--- src/rtl/vic_reg_master.sv ---
// VIC register file initiator: command FIFO feeding a strobe sequencer,
// with read results returned on a valid/ready response stream.
module vic_reg_master #(
  parameter int ADDR_W     = 5,
  parameter int DATA_W     = 4,
  parameter int RD_LAT     = 1,
  parameter int FIFO_DEPTH = 4
) (
  input  logic              i_clk,
  input  logic              i_rst,
  input  logic              i_cmd_valid,
  output logic              o_cmd_ready,
  input  logic              i_cmd_wr,
  input  logic [ADDR_W-1:0] i_cmd_addr,
  input  logic [DATA_W-1:0] i_cmd_data,
  output logic              o_rsp_valid,
  input  logic              i_rsp_ready,
  output logic [ADDR_W-1:0] o_rsp_addr,
  output logic [DATA_W-1:0] o_rsp_data,
  output logic [ADDR_W-1:0] o_VIC_regaddr,
  output logic [DATA_W-1:0] o_VIC_data,
  output logic              o_VIC_we,
  output logic              o_VIC_re,
  input  logic [DATA_W-1:0] i_VIC_data,
  output logic              o_busy
);

  localparam int PW = $clog2(FIFO_DEPTH);
  localparam int CW = 3;

  localparam logic [2:0] S_IDLE   = 3'd0;
  localparam logic [2:0] S_SETUP  = 3'd1;
  localparam logic [2:0] S_STROBE = 3'd2;
  localparam logic [2:0] S_HOLD   = 3'd3;
  localparam logic [2:0] S_READ   = 3'd4;
  localparam logic [2:0] S_RESP   = 3'd5;

  typedef struct packed {
    logic              wr;
    logic [ADDR_W-1:0] addr;
    logic [DATA_W-1:0] data;
  } cmd_t;

  cmd_t          mem [FIFO_DEPTH];
  cmd_t          head;
  logic [PW:0]   wp;
  logic [PW:0]   rp;
  logic          full;
  logic          empty;
  logic          push;
  logic          pop;
  logic [2:0]    state;
  logic [CW-1:0] cnt;
  logic          op_wr;

  // Extra pointer bit separates full from empty when indices match.
  assign empty = (wp == rp);
  assign full  = (wp[PW] != rp[PW]) &&
                 (wp[PW-1:0] == rp[PW-1:0]);

  assign o_cmd_ready = ~full;
  assign push        = i_cmd_valid & ~full;
  assign head        = mem[rp[PW-1:0]];

  assign o_VIC_we = (state == S_STROBE);
  assign o_VIC_re = (state == S_READ);
  assign o_busy   = ~empty | (state != S_IDLE);

  always_comb begin
    pop = 1'b0;
    unique case (state)
      S_IDLE:  pop = ~empty;
      S_HOLD:  pop = ~empty;
      S_RESP:  pop = i_rsp_ready & ~empty;
      default: pop = 1'b0;
    endcase
  end

  always_ff @(posedge i_clk) begin
    if (push) begin
      mem[wp[PW-1:0]] <= '{
        wr:   i_cmd_wr,
        addr: i_cmd_addr,
        data: i_cmd_data
      };
    end
  end

  always_ff @(posedge i_clk or negedge i_rst) begin
    if (!i_rst) begin
      wp <= '0;
      rp <= '0;
    end else begin
      if (push) wp <= wp + 1'b1;
      if (pop)  rp <= rp + 1'b1;
    end
  end

  always_ff @(posedge i_clk or negedge i_rst) begin
    if (!i_rst) begin
      state         <= S_IDLE;
      cnt           <= '0;
      op_wr         <= 1'b0;
      o_VIC_regaddr <= '0;
      o_VIC_data    <= '0;
      o_rsp_valid   <= 1'b0;
      o_rsp_addr    <= '0;
      o_rsp_data    <= '0;
    end else begin
      if (pop) begin
        o_VIC_regaddr <= head.addr;
        o_VIC_data    <= head.data;
        op_wr         <= head.wr;
      end
      unique case (state)
        S_IDLE: begin
          if (!empty) state <= S_SETUP;
        end
        S_SETUP: begin
          cnt   <= '0;
          state <= op_wr ? S_STROBE : S_READ;
        end
        S_STROBE: begin
          state <= S_HOLD;
        end
        S_HOLD: begin
          state <= empty ? S_IDLE : S_SETUP;
        end
        S_READ: begin
          if (cnt == CW'(RD_LAT - 1)) begin
            o_rsp_data  <= i_VIC_data;
            o_rsp_addr  <= o_VIC_regaddr;
            o_rsp_valid <= 1'b1;
            state       <= S_RESP;
          end else begin
            cnt <= cnt + 1'b1;
          end
        end
        S_RESP: begin
          if (i_rsp_ready) begin
            o_rsp_valid <= 1'b0;
            state       <= empty ? S_IDLE : S_SETUP;
          end
        end
        default: state <= S_IDLE;
      endcase
    end
  end

endmodule

--- config.mk ---
export PLATFORM = sky130hd
export DESIGN_NAME = vic_reg_master
export DESIGN_NICKNAME = d
export VERILOG_FILES = /design/src/rtl/vic_reg_master.sv
export SDC_FILE = /design/constraint.sdc
export NUM_CORES = 1
export LEC_CHECK = 0
export ABC_AREA = 1
export BUFFER_PORTS_ARGS = -buffer_cell sky130_fd_sc_hd__buf_2
export CAP_MARGIN = 10
export CORE_MARGIN = 8
export CORE_UTILIZATION = 56
export CTS_CLUSTER_DIAMETER = 60
export DETAILED_ROUTE_END_ITERATION = 7
export PLACE_DENSITY_LB_ADDON = 0.2
export SLEW_MARGIN = 30
export SYNTH_ARGS = -nofsm -noshare
export SYNTH_HDL_FRONTEND = slang
export SYNTH_SLANG_ARGS = --single-unit
export TNS_END_PERCENT = 50
--- constraint.sdc ---
create_clock -name i_clk -period 2.4 [get_ports i_clk]
set_input_delay 0.12 -clock i_clk [delete_from_list [all_inputs] [get_ports i_clk]]
set_output_delay 0.12 -clock i_clk [all_outputs]
set_load 0.02 [all_outputs]
After elaboration in Yosys (flattened, before gate mapping)
Memories as Yosys holds them, arrays and structs flattened. A register that Yosys moved wholly into a read port is not among the register bits. Index checks and enable logic that the tools add are counted. W data, S select, Z words.

Bits in read-only memories: 0. Logic and storage cells: 54. Memories kept: 1. Flip-flop bits (word level): 22. Latch bits: 0. RAM bits: 40. Output and inout port bits: 23. Bits of input ports: 18.

Divide/modulo/power cells: 0. Shift operators: 0. $add $sub $neg: 3. $lt $le $gt $ge: 0. Reduce and logical (&&, ||, !) cells: 12. Multiplexer cells: 14. Equality and inequality tests: 12. Bitwise logic cells: 5. $mul: 0.

Memory list: mem (depth 4, width 10, rd ports 1, clocked after memory_dff 1, wr ports 1, line 44) `cmd_t mem [FIFO_DEPTH];`.

Operators with widths (count): $pmux W3 S6 (1); $mux W3 (5); $add A3 B1 Y3 const B (3); $eq A3 B2 Y1 const B (2); $eq A3 B3 Y1 const B (2); $logic_not A3 Y1 (2); $ne A2 B2 Y1 const B (3); $pmux W3 S2 (1); $reduce_and A3 Y1 (2); $mux W1 (5); $pmux W1 S2 (2); $reduce_and A2 Y1 (2); $reduce_bool A2 Y1 (2); $eq A3 B1 Y1 const B (1); $eq A3 B3 Y1 (1); $reduce_bool A3 Y1 (1); $and A1 B1 Y1 (2); $eq A2 B2 Y1 (1); $ne A2 B1 Y1 const B (1); $not A1 Y1 (2); $reduce_or A2 Y1 (1); $logic_and A1 B1 Y1 (1); $logic_not A1 Y1 (1); $ne A1 B1 Y1 (1); $or A1 B1 Y1 (1).

Longest topological paths before layout
Depth after elaboration: 6. Mapped depth: 9. Gate-level depth less buffers: 9.

Worst setup path before layout
OpenSTA, ideal clock, no wires.

Path kind: reg-to-reg. From: register wp[0]. To: memory mem[0][0] (netlist bit) (enable). Stages on the path, launching flop included: 7. Clock period less this slack: 1890 ps. Setup time: 376 ps. Buffers on the path: 0. Required time: 2024 ps. Path slack: 510 ps. Arrival time: 1514 ps. Cell sequence: dfrtp_1 -> inv_1 -> nand2_1 -> nand2_1 -> nand4_1 -> nand2_2 -> nor2_1.

Cells in the longest elaborated chain, start to end: 6.

Ends and longest elaborated chain: start: declaration (line 46) `logic [PW:0] wp;`; start signal: assignment (line 94) `if (push) wp <= wp + 1'b1;`; $eq A2 B2 Y1 (line 59) `(wp[PW-1:0] == rp[PW-1:0]);`; $logic_and A1 B1 Y1 (line 58) `assign full = (wp[PW] != rp[PW]) &&`; $not A1 Y1; named net o_cmd_ready (line 12) `output logic o_cmd_ready,`; $and A1 B1 Y1 (line 62) `assign push = i_cmd_valid & ~full;`; $mux W1 (line 80) `if (push) begin`; $mux W1 (not written as such) (line 81) `mem[wp[PW-1:0]] <= '{`; end: declaration (line 44).

The timed path passes the listed nets, and every way through them passes these cells.

Worst setup path after layout
From: register rp[0]. To: memory mem[2][4] (netlist bit) (enable).

Cells in the longest elaborated chain, start to end: 6.

Ends and longest elaborated chain: start: declaration (line 47) `logic [PW:0] rp;`; start signal: assignment (line 95) `if (pop) rp <= rp + 1'b1;`; $eq A2 B2 Y1 (line 59); $logic_and A1 B1 Y1 (line 58); $not A1 Y1 (line 62); $and A1 B1 Y1 (line 62); $mux W1 (line 80); $mux W1 (not written as such) (line 81).

Every way passes these cells.

==> run_results.csv <==
group,metric,value,unit
die,ioPinCount,41,
yosys,synth.ff_latch_count,72,
setup_path,endpoint_kind,"flip-flop",
drt,firstDrtPassIters,4,
final_layout,nFillCells,414,
sta,fin_crit,2000,ps
grt,grt.total_usage,17.3,%
yosys,synth_cell_types,22,
setup_path,slowest_stage,"dfrtp_1",
drt,drt-initial-drc-count,107,
place,hpwl,4720,um
clock_network,numCtsBuffers,9,
die,dieArea,0.00796,mm^2
power_and_ir_drop,switchingPower,1860,uW
sta,fin_skew,4.76,ps
power_and_ir_drop,peakVddDrop,0.000608,V
yosys,syn_avg_cell_area,11.4,um^2
place,io_buffers,40,
setup_path,max_stage_delay,750,ps
setup_path,critPathMaxFanout,23,
drt,wl,6280,um
setup_path,critical_path_class,"reg2reg",
final_layout,num_antenna_cells,0,
sta,grt_setup_unrepaired,"false",
clock_network,cts_tree,"built",
setup_path,crit_chain,"inv_1 > nand2_1 > nand2_1 > nand4_1 > nand2_2 > nor2_1 > buf_4",
power_and_ir_drop,p_int,2820,uW
sta,slew_headroom,53.8,%
sta,final-hold-violation-count,0,
clock_network,clockBufferDepth,2,
power_and_ir_drop,pwr-share-clk,19.2,%
die,rows,26,
final_layout,area_delta_synth_final,15.7,%
grt,antenna_found_initial,0,
job,drv_cap,0,
power_and_ir_drop,leakagePower,0.00150,uW
sta,timing.final.crit_share,83.2,%
yosys,syn_area,0.00300,mm^2
setup_path,worstPathRequired,2440,ps
final_layout,layout-drive-gt1-share,20.8,%
status,status,"finished, final reports clean",
sta,whs,19.3,ps
yosys,synth_fp_nets,289,
clock_network,cts_root_buffer,"clkbuf_8",
sta,worstMarginPinSlew,693,ps
setup_path,cp.depth,7,
yosys,yosysSeqAreaShare,66.7,%
setup_path,crit_start,"rp[0]",
drt,routedWlPerCell,16.2,um
power_and_ir_drop,p_seq_share,42.5,%
hold_path,min-delay-start,"i_VIC_data[2]",
die,die_x,89.2,um
grt,grt_pass1_wl,10000,um
setup_path,crit_buf_inv,2,
place,place.gp.congestion,0.900,
power_and_ir_drop,power.share.switching,39.7,%
drt,via_per_inst,5.25,
die,coreArea,0.00514,mm^2
grt,grt_pass1_vias,1971,
hold_path,min_path_type,"in2reg",
sta,max_freq,501,MHz
sta,tns,0,ps
die,initial_core_util,58.4,%
clock_network,clk_latency,330,ps
power_and_ir_drop,powerDensity,1350,mW/mm^2
drt,num_vias,2036,
yosys,ys.warnings.count,0,
grt,grt_overflow_total,0,
clock_network,cts_resized,0,
setup_path,rr_worst_depth,7,
clock_network,numClockSinks,72,
clock_network,cts.htree.levels,3,
setup_path,cp_data_arrival_time,2030,ps
power_and_ir_drop,comb_power_share,38.4,%
die,die_y,89.2,um
sta,setup_violations,0,
drt,remaining_drc_errors,0,
setup_path,crit_top_cell,"nand2_1",
yosys,syn_inst,264,
setup_path,r2r_start,"rp[0]",
clock_network,clk_pin_slew,70,ps
hold_path,min_delay_path_depth,2,
setup_path,critical_path.top_delay_family,"flip-flops",
sta,slew_viol_final,0,
setup_path,crit_path_start_kind,"flip-flop",
grt,grt_max_degree,33,
drt,drtAntennaViolNets,0,
final_layout,nNetsFinal,338,
[path summary, 6_finish.rpt]
path | endpoint | slack, ps
hold / removal | o_rsp_data[2] | 20
setup reg to reg | mem[2][4] | 400
hold reg to reg | o_rsp_valid | 470
setup / recovery | mem[2][4] | 400
max in group asynchronous | o_rsp_addr[4] | 1590
min in group asynchronous | state[0] | 360
[power groups by stage]
stage	combinational [uW]	clock [uW]	sequential [uW]
6_report	1800	898	1990
5_1_grt	2020	971	2030
4_1_cts	1820	909	1980
3_5_place_dp	1810	0	2010
3_3_place_gp	1750	0	2000
2_1_floorplan	1180	0	2100
[registers in the layout, summed over array words and instances (netlist names)]
name,count
op_wr,1
wp,3
o_rsp_data,4
cnt,3
o_rsp_valid,1
o_VIC_data,4
o_rsp_addr,5
rp,3
state,3
o_VIC_regaddr,5
mem,40
[area by class of cell]
| type | count | area [um^2] | share of cell area (%) |
|---|---|---|---|
| clock buffer | 13 | 139 | 4.00 |
| multi-input combinational | 158 | 858 | 24.7 |
| clock inverter | 3 | 42.5 | 1.22 |
| inverter | 26 | 97.6 | 2.81 |
| timing repair buffer | 46 | 248 | 7.13 |
| sequential | 72 | 2000 | 57.6 |
| tap | 70 | 87.6 | 2.52 |
[per-layer routing]
metal | part of all wire (%) | GRT usage (%) | up-vias
li1 | - | - | 1006
met1 | 45 | 22.3 | 947
met2 | 46 | 26.9 | 71
met3 | 7.1 | 4.87 | 12
met4 | 1.6 | 6.95 | 0
met5 | 0 | 0 | -
[synth_stat cells]
master / n / area share [%]
nand2_8: 1 / 0.67
nand3_4: 2 / 1.2
nor3_1: 1 / 0.17
inv_1: 26 / 3.2
nand2_2: 2 / 0.42
nor2_1: 44 / 5.5
a21oi_1: 12 / 2.0
o22ai_1: 10 / 2.1
nand4_1: 3 / 0.63
buf_6: 2 / 0.75
xor2_1: 3 / 0.88
mux2_2: 4 / 1.5
o21ai_0: 31 / 5.2
a31oi_1: 1 / 0.21
clkbuf_1: 6 / 0.75
xnor2_1: 1 / 0.29
edfxtp_1: 40 / 40
dfrtp_1: 32 / 27
nand3_1: 6 / 1.0
o21bai_1: 2 / 0.50
nand2_1: 28 / 3.5
ha_1: 7 / 2.9
[repair_timing]
item,4_1_cts,5_1_grt
hold buffers,1,0
buffers inserted,0,0
endpoints found under the hold margin,32,0
[kinds of logic (layout without fill, tap and decap cells)]
logic type | after synthesis | after routing | share of synthesized area, %
and+or+nand+nor | 87 | 87 | 13.0
xor gates and xnor gates | 4 | 4 | 1.17
muxes | 4 | 4 | 1.50
adders and majority gates | 7 | 7 | 2.92
buffers and inverters | 34 | 88 | 4.75
AOI/OAI and AO/OA | 56 | 56 | 9.96
DFF | 72 | 72 | 66.7
[layout by cell type (no fill, tap or decap), types with 4 or more instances in the layout]
cell,netlist,layout
buf_4,0,5
buf_2,0,40
o22ai_1,10,10
nand3_1,6,6
clkbuf_8,0,9
inv_1,26,26
a21oi_1,12,12
mux2_2,4,4
edfxtp_1,40,40
ha_1,7,7
nand2_1,28,28
nor2_1,44,44
clkbuf_1,6,4
dfrtp_1,32,32
o21ai_0,31,31
[stage by stage]
stage	area (um^2)	utilization [%]	cells	total power (uW)	setup WS, ps
3_5_place_dp	3280	63.9	371	3810	426
5_1_grt	3470	67.6	388	5020	213
6_report	3470	67.6	388	4680	402
3_3_place_gp	3280	63.9	371	3740	524
4_1_cts	3470	67.6	388	4710	417
2_1_floorplan	3000	-	264	3280	510
Power figures use the tool's default switching activity.
